[src/rtl/dest_data_mux_pkg.sv]
// Shared types and constants for the destination data multiplexer and its arbiter.
package dest_data_mux_pkg;

    localparam int unsigned AXI_DATA_BITS = 64;
    localparam int unsigned BLEN_BITS     = 4;
    localparam int unsigned PID_BITS      = 6;
    localparam int unsigned DEST_BITS     = 4;

    localparam logic DEST_MUX_ERR_RST = 1'b0;

    // Sequence entry produced by the arbiter, one per granted request
    typedef struct packed {
        logic [PID_BITS-1:0]  pid;
        logic [BLEN_BITS-1:0] len;
        logic [DEST_BITS-1:0] dest;
    } mux_user_t;

    typedef enum logic {
        ST_IDLE   = 1'b0,
        ST_ACTIVE = 1'b1
    } mux_state_t;

    function automatic int unsigned sel_bits(input int unsigned n);
        return (n > 1) ? $clog2(n) : 1;
    endfunction

endpackage

[src/rtl/dest_data_mux_beat_cnt.sv]
// Loadable beat down-counter; flags the last beat of a packet (count zero).
module dest_beat_cnt
    import dest_data_mux_pkg::*;
(
    input  logic                 i_clk,
    input  logic                 i_rst_n,
    input  logic                 i_load,
    input  logic [BLEN_BITS-1:0] i_load_val,
    input  logic                 i_dec,
    output logic                 o_cnt_zero
);

    logic [BLEN_BITS-1:0] r_cnt;

    // Load wins over decrement; the count saturates at zero rather than wrapping
    always_ff @(posedge i_clk or negedge i_rst_n) begin
        if (!i_rst_n) begin
            r_cnt <= '0;
        end else if (i_load) begin
            r_cnt <= i_load_val;
        end else if (i_dec && (r_cnt != '0)) begin
            r_cnt <= r_cnt - BLEN_BITS'(1);
        end
    end

    assign o_cnt_zero = (r_cnt == '0);

endmodule

[src/rtl/dest_data_mux.sv]
// Routes len+1 beats per sequence entry from the selected source stream and regenerates tlast.
// Optional feature: define DEST_MUX_PID_TUSER_EN to add m_axis_tid carrying the entry pid.
module dest_data_mux
    import dest_data_mux_pkg::*;
#(
    parameter int unsigned DATA_BITS = AXI_DATA_BITS,
    parameter int unsigned N_DESTS   = 1
) (
    input  logic                           aclk,
    input  logic                           aresetn,

    input  logic                           mux_valid,
    output logic                           mux_ready,
    input  mux_user_t                      mux_data,

    input  logic [N_DESTS-1:0]             s_axis_tvalid,
    output logic [N_DESTS-1:0]             s_axis_tready,
    input  logic [N_DESTS*DATA_BITS-1:0]   s_axis_tdata,
    input  logic [N_DESTS*DATA_BITS/8-1:0] s_axis_tkeep,
    input  logic [N_DESTS-1:0]             s_axis_tlast,

    output logic                           m_axis_tvalid,
    input  logic                           m_axis_tready,
    output logic [DATA_BITS-1:0]           m_axis_tdata,
    output logic [DATA_BITS/8-1:0]         m_axis_tkeep,
    output logic                           m_axis_tlast,

    output logic                           err_dest
`ifdef DEST_MUX_PID_TUSER_EN
    ,
    output logic [PID_BITS-1:0]            m_axis_tid
`endif
);

    localparam int unsigned KEEP_BITS = DATA_BITS / 8;
    localparam int unsigned SEL_BITS  = sel_bits(N_DESTS);

    mux_state_t           r_state;
    mux_state_t           w_state_nxt;
    logic [SEL_BITS-1:0]  r_sel;
    logic                 r_err_dest;

    logic                 w_cnt_zero;
    logic                 w_active;
    logic                 w_dest_ok;
    logic                 w_beat;
    logic                 w_load;
    logic                 w_dec;
    logic                 w_err_set;
    logic                 w_src_valid;
    logic [DATA_BITS-1:0] w_src_data;
    logic [KEEP_BITS-1:0] w_src_keep;
    logic                 w_unused_tlast;

    assign w_active       = (r_state == ST_ACTIVE);
    assign w_dest_ok      = (32'(mux_data.dest) < N_DESTS);
    assign w_unused_tlast = ^s_axis_tlast;

    // Select the currently routed source
    always_comb begin
        w_src_valid = 1'b0;
        w_src_data  = '0;
        w_src_keep  = '0;
        for (int unsigned i = 0; i < N_DESTS; i++) begin
            if (r_sel == SEL_BITS'(i)) begin
                w_src_valid = s_axis_tvalid[i];
                w_src_data  = s_axis_tdata[i*DATA_BITS +: DATA_BITS];
                w_src_keep  = s_axis_tkeep[i*KEEP_BITS +: KEEP_BITS];
            end
        end
    end

    // Next state and entry pop; the last-beat handshake doubles as the next pop slot
    always_comb begin
        w_state_nxt = r_state;
        mux_ready   = 1'b0;
        w_beat      = 1'b0;
        w_load      = 1'b0;
        w_dec       = 1'b0;
        w_err_set   = 1'b0;
        case (r_state)
            ST_IDLE: begin
                mux_ready = aresetn;
                if (mux_valid && aresetn) begin
                    if (w_dest_ok) begin
                        w_load      = 1'b1;
                        w_state_nxt = ST_ACTIVE;
                    end else begin
                        w_err_set   = 1'b1;
                    end
                end
            end
            ST_ACTIVE: begin
                w_beat = w_src_valid && m_axis_tready;
                if (w_beat) begin
                    if (w_cnt_zero) begin
                        mux_ready   = 1'b1;
                        w_state_nxt = ST_IDLE;
                        if (mux_valid) begin
                            if (w_dest_ok) begin
                                w_load      = 1'b1;
                                w_state_nxt = ST_ACTIVE;
                            end else begin
                                w_err_set   = 1'b1;
                            end
                        end
                    end else begin
                        w_dec = 1'b1;
                    end
                end
            end
            default: w_state_nxt = ST_IDLE;
        endcase
    end

    always_ff @(posedge aclk or negedge aresetn) begin
        if (!aresetn) begin
            r_state <= ST_IDLE;
        end else begin
            r_state <= w_state_nxt;
        end
    end

    always_ff @(posedge aclk or negedge aresetn) begin
        if (!aresetn) begin
            r_sel      <= '0;
            r_err_dest <= DEST_MUX_ERR_RST;
        end else begin
            if (w_load) begin
                r_sel <= SEL_BITS'(mux_data.dest);
            end
            if (w_err_set) begin
                r_err_dest <= 1'b1;
            end
        end
    end

    dest_beat_cnt u_beat_cnt (
        .i_clk      (aclk),
        .i_rst_n    (aresetn),
        .i_load     (w_load),
        .i_load_val (mux_data.len),
        .i_dec      (w_dec),
        .o_cnt_zero (w_cnt_zero)
    );

    always_comb begin
        s_axis_tready = '0;
        for (int unsigned i = 0; i < N_DESTS; i++) begin
            s_axis_tready[i] = w_active && (r_sel == SEL_BITS'(i)) && m_axis_tready;
        end
    end

    assign m_axis_tvalid = w_active && w_src_valid;
    assign m_axis_tdata  = w_src_data;
    assign m_axis_tkeep  = w_src_keep;
    assign m_axis_tlast  = w_active && w_cnt_zero;
    assign err_dest      = r_err_dest;

`ifdef DEST_MUX_PID_TUSER_EN
    logic [PID_BITS-1:0] r_pid;

    always_ff @(posedge aclk or negedge aresetn) begin
        if (!aresetn) begin
            r_pid <= '0;
        end else if (w_load) begin
            r_pid <= mux_data.pid;
        end
    end

    assign m_axis_tid = r_pid;
`else
    logic w_unused_pid;
    assign w_unused_pid = ^mux_data.pid;
`endif

endmodule

[config.mk]
export PLATFORM = sky130hd
export DESIGN_NAME = dest_data_mux
export DESIGN_NICKNAME = d
export VERILOG_FILES = /design/src/rtl/dest_data_mux_pkg.sv /design/src/rtl/dest_data_mux_beat_cnt.sv /design/src/rtl/dest_data_mux.sv
export SDC_FILE = /design/constraint.sdc
export NUM_CORES = 1
export LEC_CHECK = 0
export ABC_AREA = 1
export CELL_PAD_IN_SITES_DETAIL_PLACEMENT = 2
export CELL_PAD_IN_SITES_GLOBAL_PLACEMENT = 2
export CORE_MARGIN = 2
export CORE_UTILIZATION = 10
export CTS_CLUSTER_SIZE = 16
export DETAILED_ROUTE_END_ITERATION = 6
export GPL_TIMING_DRIVEN = 0
export HOLD_SLACK_MARGIN = 0.15
export PLACE_DENSITY_LB_ADDON = 0.08
export SETUP_SLACK_MARGIN = 0.4
export SLEW_MARGIN = 15
export SYNTH_ARGS = -nofsm -noshare
export SYNTH_HDL_FRONTEND = slang
export SYNTH_HIERARCHICAL = 1
export SYNTH_SLANG_ARGS = --single-unit
[constraint.sdc]
create_clock -name aclk -period 2.35 [get_ports aclk]
set_input_delay 0.47 -clock aclk [delete_from_list [all_inputs] [get_ports aclk]]
set_output_delay 0.47 -clock aclk [all_outputs]
set_load 0.02 [all_outputs]
=== Word-level counts from Yosys, hierarchy flattened ===
Cells that the tools add are included.

* Logic and storage cells: 44
* Flip-flop bits (word level): 7
* Input port bits: 92
* Output and inout bits: 77

* Reduce and logical (&&, ||, !) cells: 10
* Mux-type cells: 26
* Add/subtract/negate cells: 1
* Bitwise operators: 2
* Magnitude comparators: 1

{| class="wikitable"
|+ Operators with widths
! operator !! number
|-
| $mux W64 || 1
|-
| $mux W1 || 18
|-
| $mux W4 || 2
|-
| $mux W8 || 1
|-
| $pmux W1 S2 || 4
|-
| $logic_and A1 B1 Y1 || 7
|-
| $logic_not A4 Y1 || 1
|-
| $lt A4 B1 Y1 const B || 1
|-
| $reduce_bool A4 Y1 || 1
|-
| $sub A4 B1 Y4 const B || 1
|-
| $not A1 Y1 || 2
|-
| $reduce_bool A2 Y1 || 1
|}

=== Longest topological paths before layout ===
* Word-level depth: 7
* Mapped depth: 15
* Mapped depth without buffers: 15

=== Modules after synthesis ===
The synthesis kept the hierarchy.

{| class="wikitable"
|+ By module, submodules not included
! module !! area an instance (µm²) !! instances !! cells an instance !! sequential area each (µm²)
|-
| dest_data_mux || 828.3 || 1 || 186 || 75.1
|-
| dest_beat_cnt || 295.3 || 1 || 46 || 100.1
|}

=== Worst setup path before layout ===
OpenSTA, ideal clock, no wires.

* Path type: reg2out
* Start: register u_beat_cnt.r_cnt[0]
* End: output port mux_ready
* Buffers on the path: 0
* Slack: 0.520 ns
* Cell stages (with the launch flop): 11
* Data arrival time: 1.360 ns
* Cells stage by stage: dfrtp_1 inv_1 ha_1 nand2_2 inv_1 nand2_1 inv_1 nand2_1 nand2_2 inv_1 nor2_1

* Cells in the longest elaborated chain, start to end: 4

{| class="wikitable"
|+ Ends and longest elaborated chain
! item !! line !! RTL
|-
| start: declaration || dest_data_mux_beat_cnt.sv:13 || <nowiki>logic [BLEN_BITS-1:0] r_cnt;</nowiki>
|-
| start signal: assignment || dest_data_mux_beat_cnt.sv:20 || <nowiki>r_cnt <= i_load_val;</nowiki>
|-
| start signal: assignment || dest_data_mux_beat_cnt.sv:22 || <nowiki>r_cnt <= r_cnt - BLEN_BITS'(1);</nowiki>
|-
| $logic_not A4 Y1 || dest_data_mux_beat_cnt.sv:26 || <nowiki>assign o_cnt_zero = (r_cnt == '0);</nowiki>
|-
| via w_cnt_zero || dest_data_mux.sv:43 || <nowiki>logic w_cnt_zero;</nowiki>
|-
| $mux W1 || dest_data_mux.sv:96 || <nowiki>if (w_cnt_zero) begin</nowiki>
|-
| $mux W1 || dest_data_mux.sv:95 || <nowiki>if (w_beat) begin</nowiki>
|-
| $pmux W1 S2 || dest_data_mux.sv:81 || <nowiki>case (r_state)</nowiki>
|-
| end: declaration || dest_data_mux.sv:13 || <nowiki>output logic mux_ready,</nowiki>
|}

The timed path passes the listed nets, and every way through them passes these cells.

=== Worst setup path in the final report ===
Same ends and word-level chain as after synthesis.

==> out/metrics.yaml <==
grt_setup_unrepaired: "yes"
syn_nets: 325
slew_headroom_pct: 70.5
drcViolationCount: 0
area_growth_syn_to_layout_pct: 159
grt_usage_pct: 9.49
setup_viol: 0
num_vias: 1885
cap_violations: 0
critPathKind: "reg2out"
p_leak_nw: 1.70
finalHoldViolations: 0
grt_max_degree: 11
r2r-end: "u_beat_cnt/r_cnt[2]"
reg2reg_depth: 15
post-route-period-util_pct: 83.5
layout_commonest_cell: "clkdlybuf4s50_1"
h-tree-depth: 1
antenna_found_initial: 0
yosysUniqueCellTypes: 19
route.top_layer_used: "met4"
hold_buffers: 0
utilization_pct: 26.8
clockRootBuffer: "clkbuf_8"
initial_core_util_pct: 10.3
r2r_slack_ns: 0.62
slew_violations: 0
drt_iter0_markers: 35
synth_cells: 232
core_um2: 10900
ir_drop_mv: 0.292
wl_met2_um: 3260
gp_congestion: 0.671
clkLatencyLatePin_ns: 0.22
grt_pass1_vias: 1789
startpoint: "u_beat_cnt/r_cnt[0]"
comb_power_share_pct: 82.9
m1WireLength_um: 2660
ys_ff_latch: 7
fin_crit_ns: 1.96
cp.arrival_ns: 1.49
crit_fanout: 3
finClkSkew_ns: 0.00149
ys_warn_count: 6
dp_hpwl_um: 5680
mostFrequentLayoutCells: "clkdlybuf4s50_1 (84), inv_1 (82), nor2_1 (78)"
routedWlPerCell_um: 12.1
switching_power_mw: 1.19
routed_via_density: 3.47
startpoint_type: "flop"
dr_wl_met3_um: 607
drive_above_1_share_pct: 14.1
grt_overflow: 0
worst-slew-pin-transition_ns: 0.439
p_int_mw: 1.10
rows: 38
io_buffers: 161
status: "completed"
critPathRequiredTime_ns: 1.88
r2r_start: "u_beat_cnt/r_cnt[0]"
synth_area_um2: 1120
die_h_um: 110
final_net_count: 498
chipWidth_um: 110
p_per_area_nw_per_um2: 788
die_area_um2: 12100
io_pins: 169
clkPwrFrac_pct: 7.3
cts_sinks: 7
avgSynthCellArea_um2: 4.84
path_clk_slew_ns: 0.04
power_mw: 2.30
ant_nets: 0
max_freq_mhz: 510
synth_seq_area_share_pct: 15.6
switching_share_pct: 52.0
clockBufferDepth: 2
sequentialPowerShare_pct: 9.7
grt_pass1_wl_um: 9120
drt-total-wl_um: 6570
cts_buffers: 3
cts_tree: "done"
firstDrtPassIters: 4
hold_class: "in2async"
cp-end-kind: "output port"
diodes: 0
[power by group through the flow]
stage               clock, mW  sequential [mW]  combinational [mW]
floorplan                   0            0.206                1.04
detailed placement          0            0.222                2.01
finish                  0.168            0.224                1.90
global route            0.183            0.232                2.10
global placement            0            0.222                1.99
CTS                     0.176            0.223                1.80
[cells by family after synthesis]
group	share of synthesized area, %
simple gates	44.3
buf+inv	36.9
flops	15.6
compound gates	2.12
fa+ha+maj	1.11
[critical path: stages, from the launching register on]
cell and delay (ns):
dfrtp_1 0.39, inv_2 0.09, ha_4 0.15, nand2_4 0.06, inv_4 0.07, nand2_2 0.05
inv_2 0.05, nand2_2 0.04, nand2_2 0.09, inv_4 0.05, nor2_4 0.10, buf_6 0.12
[flip-flops by register name, summed over array words and instances (netlist names)]
register,count
r_sel,1
u_beat_cnt/r_cnt,4
err_dest,1
r_state,1
[synth_stat cells (all sizes together)]
| library cell | instances | area (um^2) |
|---|---|---|
| a21oi | 1 | 5.00 |
| buf | 8 | 80.1 |
| clkinv | 1 | 3.75 |
| dfrtp | 7 | 175 |
| ha | 1 | 12.5 |
| inv | 88 | 330 |
| nand2 | 32 | 135 |
| nand3 | 4 | 20.0 |
| nand3b | 2 | 15.0 |
| nor2 | 84 | 323 |
| nor3 | 1 | 5.00 |
| o21ai | 3 | 18.8 |
[area by class of cell]
| cell class | instances | area [um^2] |
|---|---|---|
| Inverter | 89 | 339 |
| Buffer | 8 | 80.1 |
| Fill cell | 1343 | 7970 |
| Tap cell | 140 | 175 |
| Multi-Input combinational cell | 128 | 574 |
| Sequential cell | 7 | 175 |
| Clock buffer | 4 | 45.0 |
| Timing Repair Buffer | 168 | 1530 |
[worst max-delay path by stage]
| stage | to | slack, ns | depth (start not counted) |
|---|---|---|---|
| floorplan | mux_ready | 0.52 | 10 |
| finish | mux_ready | 0.39 | 11 |
| detailed placement | mux_ready | -0.21 | 8 |
| global route | mux_ready | 0.30 | 11 |
| CTS | mux_ready | 0.19 | 11 |
| global placement | mux_ready | -0.20 | 8 |
[metal layers]
| metal | track usage, % | up-vias |
|---|---|---|
| li1 | - | 957 |
| met1 | 11.2 | 842 |
| met2 | 17.3 | 84 |
| met3 | 2.82 | 2 |
| met4 | 1.08 | 0 |
| met5 | 0 | - |
[metrics by stage]
| step | hold slack [ns] | instances | cell area, um^2 | TNS [ns] | setup WS (ns) |
|---|---|---|---|---|---|
| after floorplan | 0.174 | 232 | 1120 | 0 | 0.520 |
| after global placement | 0.452 | 533 | 2910 | -0.218 | -0.197 |
| after detailed placement | 0.466 | 533 | 2910 | -0.262 | -0.208 |
| after CTS | 0.287 | 537 | 2870 | 0 | 0.185 |
| after global routing | 0.307 | 544 | 2920 | 0 | 0.296 |
| final | 0.271 | 544 | 2920 | 0 | 0.387 |
[what timing repair did]
action	CTS	global route
endpoints found under the setup margin	80	40
pin swaps	1	2
buffers inserted	0	7
resized for setup	90	65
No activity file was read; power rests on OpenSTA's default activity.
